<file path="src/rtl/daq_link_packer.sv">
// DAQ word packer: validates header/data/trailer framing, patches the trailer word count,
// buffers words in a 66-bit FIFO and drains them to the AMC13 link under backpressure.
module daq_link_packer #(
  parameter int unsigned FIFO_DEPTH = 16
) (
  input  logic        clk,
  input  logic        rst,
  input  logic [63:0] daq_data,
  input  logic        daq_header,
  input  logic        daq_trailer,
  input  logic        daq_valid,
  output logic        daq_ready,
  output logic [63:0] link_data,
  output logic        link_header,
  output logic        link_trailer,
  output logic        link_valid,
  input  logic        link_almost_full,
  input  logic        link_ready,
  output logic [31:0] event_count,
  output logic        err_sequence,
  output logic        busy
);

  localparam int unsigned AW = $clog2(FIFO_DEPTH);
  localparam int unsigned CW = AW + 1;
  localparam int unsigned EW = 66;
  localparam int unsigned WCW = 20;
  localparam logic [WCW-1:0] CNT_MAX = '1;

  typedef enum logic {IDLE, IN_EVENT} state_t;

  state_t          state, state_nx;
  logic [WCW-1:0]  word_cnt, cnt_nx, cnt_inc;
  logic [EW-1:0]   mem [FIFO_DEPTH];
  logic [AW-1:0]   wr_ptr, rd_ptr;
  logic [CW-1:0]   count, count_nx;
  logic            accept, wr_en, pop, err_set, evt_inc, rd_valid;
  logic [EW-1:0]   wr_word, rd_word;

  assign daq_ready = !rst && (count != CW'(FIFO_DEPTH));
  assign accept    = daq_valid && daq_ready;
  assign pop       = (count != '0) && link_ready && !link_almost_full;
  assign cnt_inc   = (word_cnt == CNT_MAX) ? CNT_MAX : word_cnt + WCW'(1);
  assign count_nx  = count + CW'(wr_en) - CW'(pop);

  // Input framing FSM state register
  always_ff @(posedge clk) begin
    if (rst) begin
      state    <= IDLE;
      word_cnt <= '0;
    end else begin
      state    <= state_nx;
      word_cnt <= cnt_nx;
    end
  end

  always_comb begin
    state_nx = state;
    cnt_nx   = word_cnt;
    wr_en    = 1'b0;
    wr_word  = {daq_header, daq_trailer, daq_data};
    err_set  = 1'b0;
    evt_inc  = 1'b0;
    if (accept) begin
      if (daq_header && daq_trailer) begin
        err_set = 1'b1;
      end else begin
        case (state)
          IDLE: begin
            if (daq_header) begin
              wr_en    = 1'b1;
              cnt_nx   = WCW'(1);
              state_nx = IN_EVENT;
            end else begin
              err_set = 1'b1;
            end
          end
          IN_EVENT: begin
            wr_en = 1'b1;
            if (daq_header) begin
              // Restart on a stray header; the partial event leaves without a trailer
              err_set = 1'b1;
              cnt_nx  = WCW'(1);
            end else if (daq_trailer) begin
              wr_word  = {1'b0, 1'b1, daq_data[63:WCW], cnt_inc};
              cnt_nx   = cnt_inc;
              evt_inc  = 1'b1;
              state_nx = IDLE;
            end else begin
              cnt_nx = cnt_inc;
            end
          end
          default: state_nx = IDLE;
        endcase
      end
    end
  end

  always_ff @(posedge clk) begin
    if (rst) begin
      event_count  <= '0;
      err_sequence <= 1'b0;
      busy         <= 1'b0;
    end else begin
      event_count <= event_count + 32'(evt_inc);
      if (err_set) err_sequence <= 1'b1;
      busy <= (state_nx == IN_EVENT) || (count_nx != '0);
    end
  end

  always_ff @(posedge clk) begin
    if (wr_en) mem[wr_ptr] <= wr_word;
  end

  // FIFO pointers and the two-stage registered read path to the link
  always_ff @(posedge clk) begin
    if (rst) begin
      wr_ptr       <= '0;
      rd_ptr       <= '0;
      count        <= '0;
      rd_valid     <= 1'b0;
      rd_word      <= '0;
      link_valid   <= 1'b0;
      link_header  <= 1'b0;
      link_trailer <= 1'b0;
      link_data    <= '0;
    end else begin
      if (wr_en) wr_ptr <= wr_ptr + AW'(1);
      if (pop) begin
        rd_ptr  <= rd_ptr + AW'(1);
        rd_word <= mem[rd_ptr];
      end
      count      <= count_nx;
      rd_valid   <= pop;
      link_valid <= rd_valid;
      if (rd_valid) {link_header, link_trailer, link_data} <= rd_word;
    end
  end

endmodule

</file>
<file path="config.mk">
export PLATFORM = sky130hd
export DESIGN_NAME = daq_link_packer
export DESIGN_NICKNAME = d
export VERILOG_FILES = /design/src/rtl/daq_link_packer.sv
export SDC_FILE = /design/constraint.sdc
export NUM_CORES = 1
export LEC_CHECK = 0
export ABC_AREA = 1
export BUFFER_PORTS_ARGS = -buffer_cell sky130_fd_sc_hd__buf_2
export CAP_MARGIN = 20
export CORE_UTILIZATION = 33
export CTS_CLUSTER_SIZE = 20
export DETAILED_ROUTE_END_ITERATION = 10
export GPL_TIMING_DRIVEN = 0
export PLACE_DENSITY = 0.51
export SYNTH_ARGS = -nofsm -noshare
export SYNTH_HDL_FRONTEND = slang
export SYNTH_SLANG_ARGS = --single-unit
</file>
<file path="constraint.sdc">
create_clock -name clk -period 6.18 [get_ports clk]
set_input_delay 0.927 -clock clk [delete_from_list [all_inputs] [get_ports clk]]
set_output_delay 0.927 -clock clk [all_outputs]
set_load 0.005 [all_outputs]
</file>
==> flow_metrics.env <==
export IMPL_yosys_top_cells_area="edfxtp_1 (63%), dfxtp_1 (8.0%), nor2_1 (7.6%), nand3_1 (4.3%), o21ai_0 (3.8%)"
export IMPL_cp_max_fo=10
export IMPL_holdBufCountCts=0
export IMPL_die_w_um=394
export IMPL_htree_levels=4
export IMPL_ant_nets=0
export IMPL_hold_viol=0
export IMPL_dieArea_um2=155000
export IMPL_route_met2_wl_um=77000
export IMPL_layout_setup_ws_ns=1.90
export IMPL_timing_rr_start="count[3]"
export IMPL_switchingPower_uw=5680
export IMPL_setup_viol=0
export IMPL_cts_tree="built"
export IMPL_grt_overflow_total=0
export IMPL_critPathKind="input port to flop"
export IMPL_required_ns=6.83
export IMPL_synthArstFlopShare=0
export IMPL_maxCapViolCount=0
export IMPL_min_period_ns=4.28
export IMPL_synth_cell_type_count=36
export IMPL_startpoint="rst"
export IMPL_cts_buffers=140
export IMPL_drive_gt1_frac=0.115
export IMPL_ir_worst_vdd_mv=0.278
export IMPL_grt_usage=0.209
export IMPL_grt_antenna_before_repair=10
export IMPL_cts_resized=0
export IMPL_regToRegEndpoint="busy"
export IMPL_synth_edf_count=1056
export IMPL_synth_area_per_cell_um2=11.2
export IMPL_netlist_area_um2=50700
export IMPL_syn_instance_count=4533
export IMPL_cts_setup_buffers=0
export IMPL_p_leak_uw=0.0208
export IMPL_switching_share=0.273
export IMPL_dp_hpwl_um=110000
export IMPL_synth_top_area_frac=0.625
export IMPL_drv_slew=0
export IMPL_regArea_um2=35800
export IMPL_wire_per_inst_um=23.4
export IMPL_status="finished, final reports clean"
export IMPL_hold_start="rd_word[47]"
export IMPL_period_share=0.692
export IMPL_power_frac_seq=0.453
export IMPL_wl_met1_um=72000
export IMPL_highest_layer="met5"
export IMPL_wl_um=165000
export IMPL_cts_reportedPaths_clkPinSlew_ns=0.06
export IMPL_dieHeight_um=394
export IMPL_cts_buffer_depth=3
export IMPL_pwr_share_comb=0.149
export IMPL_tightest_slew_ns=1.23
export IMPL_core_um2=152000
export IMPL_syn_to_final_growth_pct=17.9
export IMPL_clock_skew_ns=0.0273
export IMPL_rsz0062_at_grt="no"
export IMPL_grt_pass1_wl_um=237000
export IMPL_clock_sinks=1258
export IMPL_startpoint_type="input port"
export IMPL_rows=143
export IMPL_synth_largest_area_cell="edfxtp_1"
export IMPL_grt_max_degree=28
export IMPL_seq_area_frac_synth=0.705
export IMPL_worstHoldPathCells=2
export IMPL_num_io_pins=173
export IMPL_ys_flop_type="edfxtp_1"
export IMPL_slowest_delay_ns=0.79
export IMPL_min_to="link_data[47]"
export IMPL_io_buffers=171
export IMPL_cts_root_buf="clkbuf_16"
export IMPL_fin_util=0.393
export IMPL_p_clk_frac=0.398
export IMPL_intPower_uw=15100
export IMPL_vias_per_cell=5.03
export IMPL_dr_pass1_iters=7
export IMPL_arrival_ns=4.93
export IMPL_cpMaxStageDelayCell="inv_1"
export IMPL_p_per_area_nw_per_um2=348
export IMPL_multi_input_area_um2=12700
export IMPL_grt_pass1_vias=34000
export IMPL_path_cells="buf_2 -> inv_1 -> nand3_2 -> inv_1 -> nand2_1 -> buf_2 -> ha_1 -> inv_1 -> ha_1 -> fa_1 -> a21oi_1 -> nor2_1 -> nor2_1 -> xor2_1 -> nand3_1 -> nand2_1 -> nand2_1"
export IMPL_fillers=14700
export IMPL_critical_path_top_delay_family="buffers and inverters"
export IMPL_slew_headroom=0.178
export IMPL_placed_area_um2=55200
export IMPL_r2r_setup_slack_ns=2.21
export IMPL_fin_area_um2=59800
export IMPL_worst_r2r_cell_count=17
export IMPL_syn_nets=4619
export IMPL_first_iter_violations=3517
export IMPL_vias=35400
export IMPL_holdWs_ns=0.452
export IMPL_worst_setup_path_end_kind="flop"
export IMPL_fin_nets=4981
export IMPL_ys_ff_latch=1258
export IMPL_preCtsSetupSlack_ns=1.03
export IMPL_drc=0
export IMPL_yosysWarnings=0
export IMPL_clock_latency_ns=0.76
export IMPL_p_total_uw=20800
export IMPL_start_util=0.333
export IMPL_place_gp_congestion=0.865
export IMPL_fmax_mhz=234
export IMPL_hp_class="flop to flop"
export IMPL_route_met3_wl_um=11800
export IMPL_worst_path_buf_inv=5
## sequential cells by signal (all words and copies together) (netlist names)
| register | flops |
|---|---|
| busy | 1 |
| state | 1 |
| link_trailer | 1 |
| word_cnt | 20 |
| rd_word | 66 |
| link_header | 1 |
| mem | 1056 |
| err_sequence | 1 |
| link_data | 64 |
| count | 5 |
| rd_ptr | 4 |
| rd_valid | 1 |
| wr_ptr | 4 |
| event_count | 32 |
| link_valid | 1 |
## cell usage after synthesis (6+ instances only)
cell type  instances
edfxtp_1        1056
nor2_1          1027
nand3_1          435
o21ai_0          388
nand2_1          368
inv_1            255
dfxtp_1          202
o21ai_1          157
a21oi_1          146
o211ai_1         132
clkbuf_1         118
buf_2             62
buf_1             43
buf_6             30
buf_4             20
nor3_1            17
ha_1              14
nand4_1           11
xor2_1             8
nand2_2            7
nand3b_1           6
## tightest hold or removal path, cell delays in order (launching register included)
cell	delay, ns
dfxtp_1	0.29
inv_1	0.06
a21oi_1	0.06
## layout make-up
cell class / instances / area share
Buffer: 276 / 0.0244
Clock inverter: 62 / 0.00965
Multi-Input combinational cell: 2737 / 0.212
Inverter: 262 / 0.0165
Sequential cell: 1258 / 0.598
Antenna cell: 8 / 0.000335
Tap cell: 2030 / 0.0425
Clock buffer: 191 / 0.0661
Timing Repair Buffer: 220 / 0.0309
## routing by layer
layer | vias to the layer above | GRT usage
li1 | 16600 | -
met1 | 17400 | 0.285
met2 | 1233 | 0.337
met3 | 218 | 0.0393
met4 | 4 | 0.0600
met5 | - | 0
## how the worst max path moves through the flow
stage                                  to  slack (ns)  depth (start not counted)
after floorplan                mem[11][0]        1.09                          8
after global placement         mem[5][25]       -3.98                          8
after detailed placement             busy        1.03                         17
after CTS                            busy        1.86                         17
after global routing      event_count[30]        1.61                         18
final                                busy        1.90                         17
## power groups by stage
stage | logic, uW | clock network, uW | registers, uW
finish | 3100 | 8290 | 9440
global route | 3400 | 8720 | 9450
CTS | 3110 | 8410 | 9440
detailed placement | 3100 | 0 | 9620
global placement | 3060 | 0 | 9620
floorplan | 1800 | 0 | 9610
## logic make-up (layout without fill, tap and decap cells)
logic type	after synthesis	count (layout)	share of synthesized area
fa+ha+maj	15	15	0.00385
simple gates	1882	1882	0.153
other cells	0	8	0
compound gates	827	827	0.0883
buf+inv	538	1011	0.0481
flops	1258	1258	0.705
xor+xnor	13	13	0.00224
## stage by stage
| step | setup TNS (ns) | std cells |
|---|---|---|
| after floorplan | 0 | 4533 |
| after CTS | 0 | 7035 |
| after global routing | 0 | 7037 |
| after global placement | -3861.50 | 6734 |
| final | 0 | 7044 |
| after detailed placement | 0 | 6782 |
## layout by cell type (no fill, tap or decap), types with 4 or more instances in the layout
cell type	synthesis	final
a21oi_1	146	146
buf_1	43	42
buf_12	1	40
buf_16	0	5
buf_2	62	234
buf_4	20	20
buf_6	30	31
buf_8	2	6
bufinv_16	0	10
clkbuf_1	118	147
clkbuf_16	0	146
clkbuf_8	0	13
clkinv_1	1	27
clkinv_2	0	15
dfxtp_1	202	202
diode_2	0	8
edfxtp_1	1056	1056
ha_1	14	14
inv_1	255	255
inv_2	5	5
inv_6	0	7
nand2_1	368	368
nand2_2	7	7
nand3_1	435	435
nand3b_1	6	6
nand4_1	11	11
nor2_1	1027	1011
nor2_4	1	17
nor3_1	17	17
o211ai_1	132	132
o21ai_0	388	388
o21ai_1	157	157
or2_2	4	4
xnor2_1	5	5
xor2_1	8	8
(Power assumes the default switching activity.)
